==> src/rtl/sdram_test_master.sv <==
// Write-then-readback memory tester driving the SDRAM controller's sys_* request port.
// Define SDRAM_TEST_LFSR_EN to replace the address-derived pattern with a 16-bit LFSR sequence.
module sdram_test_master #(
  parameter logic [21:0] START_ADDR  = 22'h000000,
  parameter logic [21:0] END_ADDR    = 22'h3FFFFF,
  parameter int unsigned TIMEOUT_CYC = 16384,
  parameter logic [15:0] PAT_SEED    = 16'hACE1
) (
  input  logic        sys_clk,
  input  logic        sys_rst_n,
  input  logic        start,
  output logic [21:0] sys_addr,
  output logic [15:0] sys_data_to_sdram,
  output logic        sys_write_rq,
  output logic        sys_read_rq,
  input  logic [15:0] sys_data_from_sdram,
  input  logic        sys_data_from_sdram_valid,
  input  logic        sys_write_done,
  output logic        busy,
  output logic        done,
  output logic        pass,
  output logic        timeout,
  output logic [15:0] error_count,
  output logic [21:0] fail_addr,
  output logic [15:0] fail_exp,
  output logic [15:0] fail_got
);
  localparam int TW = $clog2(TIMEOUT_CYC + 1);

  typedef enum logic [2:0] {IDLE, WR_REQ, RD_REQ, RD_CHK, FINISH} state_t;
  state_t state, state_nxt;

  logic [21:0]   addr_q;
  logic [15:0]   pat_q, rd_data_q;
  logic [TW-1:0] tmo_cnt;
  logic          wr_pend, rd_pend, last, tmo_hit;
  logic [21:0]   addr_inc;
  logic [15:0]   pat_first, pat_adv;

  assign last     = (addr_q == END_ADDR);
  assign addr_inc = addr_q + 22'd1;
  assign tmo_hit  = (tmo_cnt == TW'(TIMEOUT_CYC - 1));

`ifdef SDRAM_TEST_LFSR_EN
  // x^16+x^14+x^13+x^11+1, shifting right with feedback into bit 15
  assign pat_first = PAT_SEED;
  assign pat_adv   = {pat_q[0] ^ pat_q[2] ^ pat_q[3] ^ pat_q[5], pat_q[15:1]};
`else
  function automatic logic [15:0] pat_of(input logic [21:0] a);
    return a[15:0] ^ {10'b0, a[21:16]} ^ PAT_SEED;
  endfunction
  assign pat_first = pat_of(START_ADDR);
  assign pat_adv   = pat_of(addr_inc);
`endif

  always_ff @(posedge sys_clk or negedge sys_rst_n)
    if (!sys_rst_n) state <= IDLE;
    else            state <= state_nxt;

  always_comb begin
    state_nxt = state;
    unique case (state)
      IDLE:    if (start) state_nxt = WR_REQ;
      WR_REQ:  if (sys_write_done) state_nxt = last ? RD_REQ : WR_REQ;
               else if (tmo_hit) state_nxt = FINISH;
      RD_REQ:  if (sys_data_from_sdram_valid) state_nxt = RD_CHK;
               else if (tmo_hit) state_nxt = FINISH;
      RD_CHK:  state_nxt = last ? FINISH : RD_REQ;
      FINISH:  state_nxt = IDLE;
      default: state_nxt = IDLE;
    endcase
  end

  always_comb begin
    wr_pend = (state == WR_REQ);
    rd_pend = (state == RD_REQ);
    busy    = (state == WR_REQ) || (state == RD_REQ) || (state == RD_CHK);
  end

  // Gating by the completion pulse keeps the controller from seeing a stale request.
  assign sys_write_rq      = wr_pend & ~sys_write_done;
  assign sys_read_rq       = rd_pend & ~sys_data_from_sdram_valid;
  assign sys_addr          = busy ? addr_q : 22'h0;
  assign sys_data_to_sdram = busy ? pat_q  : 16'h0;
  assign pass              = done & (error_count == 16'h0) & ~timeout;

  always_ff @(posedge sys_clk or negedge sys_rst_n) begin
    if (!sys_rst_n) begin
      addr_q      <= START_ADDR;
      pat_q       <= PAT_SEED;
      rd_data_q   <= '0;
      tmo_cnt     <= '0;
      done        <= 1'b0;
      timeout     <= 1'b0;
      error_count <= '0;
      fail_addr   <= '0;
      fail_exp    <= '0;
      fail_got    <= '0;
    end else begin
      unique case (state)
        IDLE: if (start) begin
          addr_q      <= START_ADDR;
          pat_q       <= pat_first;
          tmo_cnt     <= '0;
          done        <= 1'b0;
          timeout     <= 1'b0;
          error_count <= '0;
          fail_addr   <= '0;
          fail_exp    <= '0;
          fail_got    <= '0;
        end
        WR_REQ: begin
          if (sys_write_done) begin
            tmo_cnt <= '0;
            if (last) begin
              addr_q <= START_ADDR;
              pat_q  <= pat_first;
            end else begin
              addr_q <= addr_inc;
              pat_q  <= pat_adv;
            end
          end else if (tmo_hit) begin
            timeout <= 1'b1;
            done    <= 1'b1;
          end else tmo_cnt <= tmo_cnt + 1'b1;
        end
        RD_REQ: begin
          if (sys_data_from_sdram_valid) rd_data_q <= sys_data_from_sdram;
          else if (tmo_hit) begin
            timeout <= 1'b1;
            done    <= 1'b1;
          end else tmo_cnt <= tmo_cnt + 1'b1;
        end
        RD_CHK: begin
          if (rd_data_q != pat_q) begin
            if (error_count != 16'hFFFF) error_count <= error_count + 16'd1;
            if (error_count == 16'h0) begin
              fail_addr <= addr_q;
              fail_exp  <= pat_q;
              fail_got  <= rd_data_q;
            end
          end
          tmo_cnt <= '0;
          if (last) done <= 1'b1;
          else begin
            addr_q <= addr_inc;
            pat_q  <= pat_adv;
          end
        end
        default: ;
      endcase
    end
  end
endmodule
==> config.mk <==
export PLATFORM = sky130hd
export DESIGN_NAME = sdram_test_master
export DESIGN_NICKNAME = d
export VERILOG_FILES = /design/src/rtl/sdram_test_master.sv
export SDC_FILE = /design/constraint.sdc
export NUM_CORES = 1
export LEC_CHECK = 0
export CAP_MARGIN = 20
export CORE_MARGIN = 2
export CORE_UTILIZATION = 50
export DETAILED_ROUTE_END_ITERATION = 16
export PLACE_DENSITY = 0.84
export SYNTH_ARGS = -nofsm -noshare
export SYNTH_HDL_FRONTEND = slang
export SYNTH_SLANG_ARGS = --single-unit
==> constraint.sdc <==
create_clock -name sys_clk -period 4.4 [get_ports sys_clk]
set_input_delay 0.66 -clock sys_clk [delete_from_list [all_inputs] [get_ports sys_clk]]
set_output_delay 0.66 -clock sys_clk [all_outputs]
set_load 0.01 [all_outputs]
==> results of run 1 <==
==> cell families after synthesis <==
kind of cell | count (synthesis)
adders and majority gates | 4
DFF | 136
xor gates and xnor gates | 49
muxes | 18
and+or+nand+nor | 348
buffers and inverters | 63
AOI/OAI and AO/OA | 160
==> area by class of cell <==
class | count | area (sq um) | share of cell area (%)
inverters | 14 | 52.55 | 0.5769
clock buffers | 24 | 481.7 | 5.288
flip-flops and latches | 136 | 3413 | 37.47
well taps | 180 | 225.2 | 2.473
repair buffers | 143 | 1451 | 15.93
clock inverters | 8 | 120.1 | 1.319
multi-input cells | 579 | 3364 | 36.94
==> through the flow <==
stage / utilization [%] / std cells / area (sq um)
final: 65.88 / 1084 / 9109
after floorplan: - / 778 / 7064
after global placement: 61.27 / 1050 / 8472
after global routing: 65.88 / 1084 / 9109
after CTS: 65.62 / 1082 / 9074
after detailed placement: 61.27 / 1050 / 8472
==> state kept, by name (all words and copies together), names as in the netlist <==
register / flops
state: 3
pat_q: 12
tmo_cnt: 15
rd_data_q: 16
fail_exp: 12
error_count: 16
done: 1
timeout: 1
fail_addr: 22
fail_got: 16
addr_q: 22
==> power by group through the flow <==
stage	logic [mW]	registers (mW)	clock network, mW
6_report	0.446	1.42	1.46
5_1_grt	0.486	1.42	1.52
3_5_place_dp	0.431	1.43	0
4_1_cts	0.439	1.41	1.46
2_1_floorplan	0.260	1.38	0
3_3_place_gp	0.419	1.43	0
==> worst max-delay path by stage <==
stage | end | slack (ns) | depth (start not counted)
4_1_cts | sys_addr[13] | 1.23 | 5
3_5_place_dp | addr_q[11] | 1.37 | 8
5_1_grt | sys_addr[13] | 1.14 | 5
2_1_floorplan | sys_data_to_sdram[12] | 2.23 | 6
6_report | sys_addr[13] | 1.22 | 5
3_3_place_gp | addr_q[10] | 1.47 | 8
==> critical path, delay by kind of cell (launching register included) <==
kind | cells | cell delay (ns)
DFF | 1 | 0.54
buffers and inverters | 2 | 0.75
and+or+nand+nor | 3 | 0.79
==> Yosys cell counts (2+ instances only) <==
cell type and count:
nand2_1 138, dfrtp_1 128, o21ai_0 74, nor2_1 59, and2_1 36, nand3_1 36
xor2_1 29, clkbuf_1 24, o31ai_1 24, a21oi_1 22, xnor2_1 20, nor3_1 18
mux2_2 17, buf_2 15, nand4_1 14, inv_1 13, buf_4 8, dfstp_2 8
nand2b_1 8, a31oi_1 7, nor4_1 7, o211ai_1 7, o31ai_2 7, and3_1 5
ha_1 4, o21ai_1 4, and4_1 3, nor3b_1 3, o21ai_2 3, or3_1 3
or4_1 3, or4_4 3, a41o_1 2, nor2b_1 2, nor4_2 2, o22ai_1 2
o41ai_1 2, or2_2 2
==> routing by layer <==
layer / GRT usage (%) / part of all wire (%)
met3: 5.483 / 5.4
met4: 11.42 / 2.6
met2: 44.48 / 51
met1: 34.84 / 41
met5: 0 / 0
==> reports/metrics.cfg, run 1 <==
[status]
status=finished, final reports clean

[flow_run]
drv_cap=0

[yosys]
synth_area_sq_um=7064
yosys.area.top_type=dfrtp_1
synth_top_area_share_pct=45.34
synth-simple-area-share_pct=23.86
ys_types=54
synth.avg_cell_area_sq_um=9.080
synthMuxAreaShare_pct=2.852
ys_seq_area_share_pct=48.32
synth_warnings=0
synth-compound-area-share_pct=14.03
synth_edf_count=0
synthTopCellsByArea=dfrtp_1 45%, nand2_1 7.3%, o21ai_0 5.2%
synth_seq_cells=136
synth_top_family_by_area=simple AND/OR/NAND/NOR gates
synthAdderAreaFrac_pct=0.7085
synth_cells=778
async_flop_share_pct=100.0
synth_nets=803
synth_xor_area_share_pct=6.075
ys.flop_type=dfrtp_1

[critical_path]
slowest_delay_ns=0.54
reg2reg_depth=6
cp_max_fo=30
r2r_start=state[2]
cpMostUsedCell=nor2_1
cp_cell_sequence=nor2_1 -> nor2_1 -> buf_4 -> and2_1 -> clkdlybuf4s50_1
crit_slowest_cell=dfrtp_1
setup.worst_path.start_class=register
critPathCaptureType=output pin
crit_type=register to output pin
worstReg2RegEnd=error_count[3]
crit_start=state[1]
crit_required_ns=3.74
rrSetupSlack_ns=1.39
critPathArrivalTime_ns=2.52

[clock_network]
path_clk_slew_ns=0.06
cts_resized=0
clock-root-buffer=clkbuf_16
clock_path_buffers=2
cts.htree.levels=4
clock_sink_count=136
cts-buffers-inserted=17
post_cts_buffers=0
cts_hold_buf=0
insertion_delay_ns=0.42
cts_tree=built

[floorplanning]
dieHeight_microns=122.9
core_area_sq_um=13830
initial_core_util_pct=51.09
design.portCount=135
design.die.area_sq_um=15100
die_x_microns=122.9
row_count=43

[global_route]
grt_usage_pct=27.07
grt_max_degree=97
antenna_found_initial=0
grt_pass1_wl_microns=31400
grt_overflow_total=0
grt_pass1_vias=5944

[route]
drc=0
wl_per_cell_microns=18.13
num_vias=6272
antenna_left=0
via_per_inst=5.786
firstDrtPassIters=7
first_iter_violations=468
drt-total-wl_microns=19650

[sta]
fmax_mhz=314.2
slew_violations=0
fin_ws_ns=1.217
worst_pin_slew_ns=0.7872
setup_tns_ns=0
relSlewSlack_pct=47.52
post-route-min-period_ns=3.183
fin_skew_ns=0.008598
finalSetupViolations=0
timing.final.crit_share_pct=72.34
rsz0062_at_grt=false
hold_viol_final=0
whs_ns=0.2107

[pwr]
p_int_mw=2.450
p_sw_share_pct=26.18
power_frac_seq_pct=42.7
p_switching_uw=868.6
clkPwrFrac_pct=43.8
p_comb_share_pct=13.4
finalPower_mw=3.318
p_per_area_nw_per_um2=364.3
ir_drop_v=0.0002451
p_leak_nw=3.653

[worst_hold_path]
hold_class=input port to asynchronous set/reset pin

[finish]
fin_nets=916
areaGrowthSynthToFinish_pct=28.94
fill_cells=1107
layout-drive-gt1-share_pct=9.735
final_common_cell=nand2_1
layout_common_cells=138 x nand2_1, 133 x clkdlybuf4s50_1, 128 x dfrtp_1
diodes=0

[placed_design]
dpl.hpwl_microns=13360
io_buffers=134
pre_cts_ws_ns=1.368
gp_congestion=0.8887

Note: power is estimated with default switching activity, not from simulation.
==> run 2: changes to the inputs <==
==> constraint.sdc (replaced) <==
create_clock -name sys_clk -period 2.94 [get_ports sys_clk]
set_input_delay 0.441 -clock sys_clk [delete_from_list [all_inputs] [get_ports sys_clk]]
set_output_delay 0.441 -clock sys_clk [all_outputs]
set_load 0.01 [all_outputs]
==> run 2 against run 1 <==
Effect of this change:
- hold slack gained 0.26 ns
- sequential power grew 49%
- clock-buffer cell count shrank 1
- via count grew 0.56%
- flip-flop and latch count is the same
- sequential share of layout area shrank 0.28 points
- clock skew is essentially flat
- total power grew 47%
- critical path depth grew 1
- critical endpoint is now pass
- highest routed layer unchanged
==> reports/metrics.cfg, run 2 (same netlist as run 1, synthesis figures left out) <==
[status]
status=finished, final reports clean  ; unchanged

[pwr]
finalPower_mw=4.878  ; was 3.318 mW
ir_drop_v=0.0004697  ; was 0.0002451 V
p_leak_nw=3.712  ; was 3.653 nW
p_per_area_nw_per_um2=531.6  ; was 364.3 nW/um^2

[route]
drc=0  ; unchanged
firstDrtPassIters=5  ; was 7
antenna_left=0  ; unchanged
via_per_inst=5.744  ; was 5.786
drt-total-wl_microns=19440  ; was 19,650 microns
first_iter_violations=559  ; was 468
num_vias=6307  ; was 6,272
wl_per_cell_microns=17.71  ; was 18.13 microns

[sta]
rsz0062_at_grt=false  ; unchanged
timing.final.crit_share_pct=93.77
post-route-min-period_ns=2.757
fmax_mhz=362.7
fin_skew_ns=0.008366  ; was 0.008598 ns
worst_pin_slew_ns=1.044  ; was 0.7872 ns
setup_tns_ns=0  ; unchanged
hold_viol_final=0  ; unchanged
slew_violations=0  ; unchanged
relSlewSlack_pct=30.12  ; was 47.52%
finalSetupViolations=0  ; unchanged

[floorplanning]
die_x_microns=122.9  ; unchanged
core_area_sq_um=13830  ; unchanged
design.die.area_sq_um=15100  ; unchanged
dieHeight_microns=122.9  ; unchanged
row_count=43  ; unchanged
design.portCount=135  ; unchanged
initial_core_util_pct=51.09  ; unchanged

[finish]
layout-drive-gt1-share_pct=11.11  ; was 9.735%
fin_area_sq_um=9176  ; was 9109 sq um
reg.largest.list=addr_q x22, fail_addr x22  ; unchanged
final_common_cell=nand2_1  ; unchanged
layout_common_cells=138 x nand2_1, 133 x clkdlybuf4s50_1, 128 x dfrtp_1  ; unchanged
final_util_pct=66.37  ; was 65.88%
diodes=0  ; unchanged
areaGrowthSynthToFinish_pct=29.90  ; was 28.94%
fill_cells=1078  ; was 1,107
fin_nets=931  ; was 916

[global_route]
grt_pass1_vias=6065  ; was 5,944
grt_pass1_wl_microns=30980  ; was 31,400 microns
grt_usage_pct=26.73  ; was 27.07%
grt_max_degree=91  ; was 97
grt_overflow_total=0  ; unchanged
antenna_found_initial=0  ; unchanged

[placed_design]
gp_congestion=0.9028  ; was 0.8887
dpl.hpwl_microns=13250  ; was 13,360 microns
io_buffers=134  ; unchanged
placed_area_sq_um=8592  ; was 8472 sq um

[clock_network]
cts_tree=built  ; unchanged
path_clk_slew_ns=0.05  ; was 0.06 ns
clock-root-buffer=clkbuf_16  ; unchanged
cts-buffers-inserted=17  ; unchanged
clock_path_buffers=2  ; unchanged
cts_resized=0  ; unchanged
insertion_delay_ns=0.42  ; about the same
cts.htree.levels=4  ; unchanged
clock_sink_count=136  ; unchanged

[critical_path]
crit_type=register to output pin  ; unchanged
critPathArrivalTime_ns=2.32  ; was 2.52 ns
cp_max_fo=7  ; was 30
critPathCaptureType=output pin  ; unchanged
crit_required_ns=2.50  ; was 3.74 ns
setup.worst_path.start_class=register  ; unchanged

[flow_run]
drv_cap=0  ; unchanged

[worst_hold_path]
hold_class=register to register  ; was input port to asynchronous set/reset pin

## run 2: layout make-up
class,instances,area (sq um),share of cell area [%]
sequential,136,3413,37.20
timing repair buffer,158,1546,16.85
multi-input combinational,579,3364,36.66
inverter,14,52.55,0.5727
clock inverter,8,96.34,1.050
tap,180,225.2,2.454
clock buffer,23,478.0,5.209
## run 2: what timing repair did
item | in CTS | in global routing
hold endpoints to repair | 6 | 0
hold buffers | 1 | 0
buffers inserted | 0 | 0
setup endpoints to repair | 0 | 0
## run 2: path summary, 6_finish.rpt
kind,from,slack [ns],endpoint,depth (start not counted)
setup / recovery,error_count[0],0.18,pass,6
hold / removal,fail_got[13],0.48,fail_got[13],2
setup reg to reg,addr_q[0],0.29,addr_q[15],8
hold reg to reg,fail_got[13],0.48,fail_got[13],2
max in group asynchronous,sys_rst_n,1.53,error_count[0],3
min in group asynchronous,sys_rst_n,0.54,fail_addr[10],2
## run 2: worst max-delay path, cell delays in order, from the launching register on
cell and delay (ns):
dfrtp_1 0.44, inv_1 0.09, ha_1 0.16, nor4b_1 0.22, nand4_1 0.20, nor3b_1 0.22
clkdlybuf4s50_1 0.56
## run 2: report_power, final
group / internal, mW / leakage [nW] / switching, mW
Sequential: 1.96 / 1.84 / 0.153
Combinational: 0.322 / 1.59 / 0.353
Clock: 1.30 / 0.283 / 0.787
Total: 3.59 / 3.71 / 1.29
## run 2: per-stage QoR
step	instances	hold slack [ns]	worst slack, ns
after floorplan	778	0.1454	0.8539
after global placement	1066	0.4411	0.3343
after detailed placement	1066	0.4425	0.2902
after CTS	1098	0.4828	0.1597
after global routing	1098	0.5025	0.03229
final	1098	0.4756	0.1832
## run 2: metal layers
| layer | global-route usage [%] | share of wire (%) | wire (microns) | vias to the layer above |
|---|---|---|---|---|
| li1 | - | - | - | 2954 |
| met1 | 34.40 | 43 | 8334 | 3056 |
| met2 | 43.51 | 49 | 9474 | 242 |
| met3 | 5.437 | 5.3 | 1030 | 55 |
| met4 | 12.07 | 3.1 | 605 | 0 |
| met5 | 0 | 0 | 0 | - |
